## src/rtl/cordic_vectoring_iter_if.sv

```systemverilog
// Handshake bundle for the iterative vectoring CORDIC: input vector channel and
// magnitude/phase result channel, both valid/ready.
interface cordic_vectoring_iter_if #(
  parameter int M = 32
);
  logic                in_valid;
  logic                in_ready;
  logic signed [M-1:0] x_in;
  logic signed [M-1:0] y_in;
  logic                out_valid;
  logic                out_ready;
  logic signed [M-1:0] mag;
  logic signed [M-1:0] phase;

  modport master (
    output in_valid, x_in, y_in, out_ready,
    input  in_ready, out_valid, mag, phase
  );

  modport slave (
    input  in_valid, x_in, y_in, out_ready,
    output in_ready, out_valid, mag, phase
  );
endinterface

```

## src/rtl/cordic_vectoring_iter.sv

```systemverilog
// Iterative circular-vectoring CORDIC, one micro-rotation per clock:
// Q3.29 (x, y) -> magnitude and atan2(y, x).
module cordic_vectoring_iter #(
  parameter int M = 32,
  parameter int N = 24
) (
  input  logic                   clk,
  input  logic                   rst,
  cordic_vectoring_iter_if.slave bus
);
  localparam int W  = M + 2;
  localparam int PW = 2 * M + 2;
  localparam logic signed [M-1:0] HALF_PI = M'(32'h3243F6A9);
  // 1/K for the converged circular gain (~0.6072529), Q3.29
  localparam logic signed [M-1:0] K_INV   = M'(32'h136E9DB5);

  typedef enum logic [1:0] {IDLE, ITER, SCALE, DONE} state_t;

  state_t              state, state_nxt;
  logic [4:0]          iter;
  logic signed [W-1:0] x_acc, y_acc;
  logic signed [M-1:0] z_acc;
  logic                zero_flag;
  logic signed [M-1:0] mag_q, phase_q;

  logic signed [W-1:0]  x_ext, y_ext, x_pre, y_pre;
  logic signed [M-1:0]  z_pre;
  logic signed [W-1:0]  x_sh, y_sh, x_nxt, y_nxt;
  logic signed [M-1:0]  atan_i, z_nxt;
  logic signed [PW-1:0] prod;

  function automatic logic signed [M-1:0] atan_lut(input logic [4:0] idx);
    case (idx)
      5'd0:    return M'(32'h1921FB54);
      5'd1:    return M'(32'h0ED63383);
      5'd2:    return M'(32'h07D6DD7E);
      5'd3:    return M'(32'h03FAB753);
      5'd4:    return M'(32'h01FF55BB);
      5'd5:    return M'(32'h00FFEAAE);
      5'd6:    return M'(32'h007FFD55);
      5'd7:    return M'(32'h003FFFAB);
      5'd8:    return M'(32'h001FFFF5);
      5'd9:    return M'(32'h000FFFFF);
      // beyond i=9 atan(2^-i) rounds to exactly 2^-i
      default: return (idx <= 5'd29) ? (M'(32'd1) << (5'd29 - idx)) : '0;
    endcase
  endfunction

  function automatic logic signed [M-1:0] sat_mag(input logic signed [PW-1:0] v);
    if (v[PW-1])
      return '0;
    if (|v[PW-2:M-1])
      return {1'b0, {(M-1){1'b1}}};
    return v[M-1:0];
  endfunction

  assign x_ext = {{2{bus.x_in[M-1]}}, bus.x_in};
  assign y_ext = {{2{bus.y_in[M-1]}}, bus.y_in};

  // Fold left-half-plane vectors into the right half so the micro-rotations converge
  always_comb begin
    x_pre = x_ext;
    y_pre = y_ext;
    z_pre = '0;
    if (bus.x_in[M-1]) begin
      if (!bus.y_in[M-1]) begin
        x_pre = y_ext;
        y_pre = -x_ext;
        z_pre = HALF_PI;
      end else begin
        x_pre = -y_ext;
        y_pre = x_ext;
        z_pre = -HALF_PI;
      end
    end
  end

  always_comb begin
    x_sh   = x_acc >>> iter;
    y_sh   = y_acc >>> iter;
    atan_i = atan_lut(iter);
    if (!y_acc[W-1]) begin
      x_nxt = x_acc + y_sh;
      y_nxt = y_acc - x_sh;
      z_nxt = z_acc + atan_i;
    end else begin
      x_nxt = x_acc - y_sh;
      y_nxt = y_acc + x_sh;
      z_nxt = z_acc - atan_i;
    end
  end

  assign prod = (PW'(x_acc) * PW'(K_INV)) >>> 29;

  always_ff @(posedge clk or posedge rst) begin
    if (rst) state <= IDLE;
    else     state <= state_nxt;
  end

  always_comb begin
    state_nxt = state;
    case (state)
      IDLE:    if (bus.in_valid) state_nxt = ITER;
      ITER:    if (iter == 5'(N - 1)) state_nxt = SCALE;
      SCALE:   state_nxt = DONE;
      DONE:    if (bus.out_ready) state_nxt = IDLE;
      default: state_nxt = IDLE;
    endcase
  end

  always_ff @(posedge clk or posedge rst) begin
    if (rst) begin
      iter      <= '0;
      x_acc     <= '0;
      y_acc     <= '0;
      z_acc     <= '0;
      zero_flag <= 1'b0;
      mag_q     <= '0;
      phase_q   <= '0;
    end else begin
      case (state)
        IDLE: if (bus.in_valid) begin
          x_acc     <= x_pre;
          y_acc     <= y_pre;
          z_acc     <= z_pre;
          zero_flag <= (bus.x_in == '0) && (bus.y_in == '0);
          iter      <= '0;
        end
        ITER: begin
          x_acc <= x_nxt;
          y_acc <= y_nxt;
          z_acc <= z_nxt;
          iter  <= iter + 5'd1;
        end
        SCALE: begin
          mag_q   <= zero_flag ? '0 : sat_mag(prod);
          phase_q <= zero_flag ? '0 : z_acc;
        end
        default: ;
      endcase
    end
  end

  assign bus.in_ready  = (state == IDLE);
  assign bus.out_valid = (state == DONE);
  assign bus.mag       = mag_q;
  assign bus.phase     = phase_q;
endmodule
```

## src/flat_wrapper.sv

```systemverilog
// flat-port wrapper written by rule: the top's interface ports become plain ports
module cordic_vectoring_iter_flat 
#(
  parameter int M = 32,
  parameter int N = 24
)
  (clk, rst, bus_in_valid, bus_x_in, bus_y_in, bus_out_ready, bus_in_ready, bus_out_valid, bus_mag, bus_phase);
  cordic_vectoring_iter_if #(.M(M)) bus_i ();
  input  logic clk;
  input  logic rst;
  input wire logic [$bits(bus_i.in_valid)-1:0] bus_in_valid;
  input wire logic [$bits(bus_i.x_in)-1:0] bus_x_in;
  input wire logic [$bits(bus_i.y_in)-1:0] bus_y_in;
  input wire logic [$bits(bus_i.out_ready)-1:0] bus_out_ready;
  output wire logic [$bits(bus_i.in_ready)-1:0] bus_in_ready;
  output wire logic [$bits(bus_i.out_valid)-1:0] bus_out_valid;
  output wire logic [$bits(bus_i.mag)-1:0] bus_mag;
  output wire logic [$bits(bus_i.phase)-1:0] bus_phase;
  assign bus_i.in_valid = bus_in_valid;
  assign bus_i.x_in = bus_x_in;
  assign bus_i.y_in = bus_y_in;
  assign bus_i.out_ready = bus_out_ready;
  assign bus_in_ready = bus_i.in_ready;
  assign bus_out_valid = bus_i.out_valid;
  assign bus_mag = bus_i.mag;
  assign bus_phase = bus_i.phase;
  cordic_vectoring_iter #(.M(M), .N(N)) u_core (.clk(clk), .rst(rst), .bus(bus_i));
endmodule
```

## config.mk

```make
export PLATFORM = sky130hd
export DESIGN_NAME = cordic_vectoring_iter_flat
export DESIGN_NICKNAME = d
export VERILOG_FILES = /design/src/rtl/cordic_vectoring_iter_if.sv /design/src/rtl/cordic_vectoring_iter.sv /design/src/flat_wrapper.sv
export SDC_FILE = /design/constraint.sdc
export NUM_CORES = 2
export LEC_CHECK = 0
export CORE_MARGIN = 2
export CORE_UTILIZATION = 60
export CTS_CLUSTER_SIZE = 25
export DETAILED_ROUTE_END_ITERATION = 10
export GPL_TIMING_DRIVEN = 0
export PLACE_DENSITY_LB_ADDON = 0.1
export SETUP_SLACK_MARGIN = 0.1
export SLEW_MARGIN = 10
export SYNTH_ARGS = -nofsm -noshare
export SYNTH_HDL_FRONTEND = slang
export SYNTH_SLANG_ARGS = --single-unit
```

## constraint.sdc

```tcl
create_clock -name clk -period 11 [get_ports clk]
set_input_delay 2.2 -clock clk [delete_from_list [all_inputs] [get_ports clk]]
set_output_delay 2.2 -clock clk [all_outputs]
set_load 0.02 [all_outputs]
```

==> key figures <==
Outcome
  • Outcome: finished clean

Job
  • Max cap viols: 0

Die
  • Die Y-Extent: roughly 260 um
  • Initial core utilization: roughly three fifths
  • Core ar.: ~67000 um2
  • Chip width: about 260 um
  • Row count: 95
  • Die area: between 60000 and 70000 um2
  • Num ports: ~130

Placed design
  • Routability cong.: between 1 and 1.5
  • HPWL after DPL: roughly 130000 um
  • Placed standard-cell area: approximately 43000 um2
  • # port buffers: roughly 130

Hold path
  • HP Class: flip-flop to flip-flop

Logic synthesis
  • Synth Register Bits: about 170
  • Ys flop type: dfrtp_1
  • Synth area leaders: fa_1 (26%), ha_1 (13%), dfrtp_1 (11%)
  • Syn_area_per_cell: 8.804 um2
  • Netlist cell types: 98
  • Syn Nets: 5621
  • Seq/Total Area, Yosys: 10.60%
  • Post-synth EDFFs: 0
  • Mapped Area: a little over 40000 um2
  • Synthesis Warnings: 0
  • Leading area contributor after synthesis: fa_1
  • Mapped Cells: roughly 4600
  • Async S/R FF share, synth: 100.0%
  • Yosys top cell area share: around 26%

Routing
  • Antenna-violating nets left: 0
  • WL final: between 150000 and 200000 um
  • Via count: 36430
  • Wire per inst: 27.16 um
  • Drt pass-1 iters: 9
  • # DRC: 0
  • Via density: around 6.4
  • Drt first-iter violations: between 4000 and 5000

CTS
  • Cts bufs inserted: 17
  • Setup bufs post-CTS: 0
  • Clk sinks: roughly 170
  • Hold buffers post-CTS: 0
  • Clock buffer depth: 2
  • Clk_lat worst skew: 0.53 ns
  • TritonCTS clock tree: built
  • Post_cts resized: 0
  • Clk root buf: clkbuf_16
  • H-tree levels: 4
  • CTS clock-pin slew for the worst setup and hold paths: 0.10 ns

STA
  • Hold Fails Final Rpt: 0
  • Fin Hold WS: 0.5093 ns
  • Setup TNS: 0 ns
  • Unrepaired setup endpoints after global routing: no
  • Slew HR: 9.166%
  • # setup viols final: 0
  • Worst-Margin Slew: about 1.4 ns
  • Fin crit share: approximately nine tenths
  • Post-layout min period: a little under 10 ns
  • Fmax: 0.1019 GHz
  • Fin. max-slew vios: 0
  • Clock skew: 0.03774 ns

Setup path
  • Most used cell, CP: inv_1
  • Crit Path Max Fanout: 13
  • Setup crit end kind: flip-flop
  • CP peak stage delay: about 0.91 ns
  • CP max-delay cell: dfrtp_1
  • WP data required: ~11 ns
  • Worst setup SP type: flip-flop
  • Critical path class: flip-flop to flip-flop
  • CP arrival: 10.19 ns

Cells and area
  • # fillers: 5709
  • Commonest non-fill, non-tap cells in the layout: inv_1 (920), fa_1 (525), ha_1 (414)
  • P&R area growth vs syn: 7.762%
  • Post-route cell area: around 44000 um2
  • Commonest non-fill, non-tap cell in the layout: inv_1
  • Layout cells sized above 1: about 4.6%
  • Nets@finish: just under 6000

Global routing
  • First-pass GRT wire length: around 230000 um
  • Tot GR Track Use: between 40 and 50%
  • Number of global-route vias before repair: between 30000 and 40000
  • GR Overflow Total: 0
  • Number of antenna violations at the first check in global routing: 3
  • Pin count of the biggest net entering global routing: roughly 110
## Yosys cell counts, drive strengths merged, types with 13 or more instances
library cell	n
inv	925
fa	525
ha	414
a21oi	334
nand2	277
nor2	274
o21ai	246
dfrtp	172
xnor2	143
xor2	131
clkbuf	121
mux4	88
a21o	75
mux2i	73
buf	61
a211oi	60
nand3	53
nor3	51
a31oi	43
o221ai	38
nand2b	30
o21a	29
and3	28
o22ai	28
o21bai	27
and2	26
nor2b	26
mux2	25
nand4	23
o31ai	22
or3	20
o211ai	19
a22oi	14
and4	13
nor3b	13
or2	13
## registers in the layout (all words and copies together), names as in the netlist
| register | cells |
|---|---|
| u_core.x_acc | 34 |
| u_core.y_acc | 34 |
| u_core.bus.mag | 32 |
| u_core.bus.phase | 32 |
| u_core.z_acc | 32 |
| u_core.iter | 5 |
| u_core.state | 2 |
| u_core.zero_flag | 1 |
## cell type report
cell class              count  area (um2)  area share [%]
plain buffers             182       893.4           2.041
repair buffers            134        1386           3.167
well taps                 873        1092           2.495
inverters                 927        3487           7.966
diodes                      4       10.01         0.02286
flip-flops and latches    172        4305           9.835
clock inverters            15       215.2          0.4916
clock buffers              17       425.4          0.9718
multi-input cells        3333       31960           73.01
## stage by stage
step / cells / util (%) / setup slack, ns
6_report: 5657 / 65.18 / 1.182
2_1_floorplan: 4614 / - / 2.446
5_1_grt: 5653 / 65.17 / 0.7041
3_3_place_gp: 5618 / 64.07 / 0.2045
4_1_cts: 5653 / 65.16 / 1.292
3_5_place_dp: 5621 / 64.21 / 1.283
## cells by family (layout without fill, tap and decap cells)
| kind of cell | Yosys count | count (layout) | share of synthesized area [%] |
|---|---|---|---|
| buffers and inverters | 1109 | 1275 | 10.76 |
| AOI/OAI and AO/OA | 1055 | 1055 | 16.28 |
| adders and majority gates | 939 | 939 | 38.62 |
| and+or+nand+nor | 879 | 879 | 10.23 |
| xor gates and xnor gates | 274 | 274 | 5.907 |
| muxes | 186 | 186 | 7.611 |
| DFF | 172 | 172 | 10.60 |
| other | 0 | 4 | 0 |
## routing by layer
| layer | GRT usage [%] | share of wire, % | up-vias |
|---|---|---|---|
| met5 | 1.871 | 0.12 | - |
| met4 | 21.36 | 5.6 | 6 |
| met3 | 17.35 | 14 | 440 |
| met2 | 60.56 | 40 | 2438 |
| met1 | 62.41 | 41 | 17750 |
| li1 | - | - | 15790 |
## worst max-delay path: cells and delay by family, from the launching register on
| family | cells | cell delay, ns |
|---|---|---|
| AO/OA/AOI/OAI | 5 | 1.79 |
| buffers and inverters | 10 | 1.40 |
| multiplexers | 1 | 0.16 |
| adder cells (fa/ha/maj) | 9 | 4.14 |
| AND/OR/NAND/NOR | 4 | 1.31 |
| flip-flops | 1 | 0.91 |
## worst paths after layout
kind	cells past startpoint	slack (ns)	start	to
min in group asynchronous	2	2.10	rst	u_core.bus.phase[15]
setup reg to reg	29	1.18	u_core.x_acc[8]	u_core.bus.mag[18]
hold / removal	1	0.51	u_core.bus.mag[31]	u_core.bus.mag[31]
setup / recovery	29	1.18	u_core.x_acc[8]	u_core.bus.mag[18]
max in group asynchronous	3	7.90	rst	u_core.x_acc[33]
hold reg to reg	1	0.51	u_core.bus.mag[31]	u_core.bus.mag[31]
Power is not shown: default switching activity piles up to over one toggle a cycle in this logic, so the estimate is an artifact.
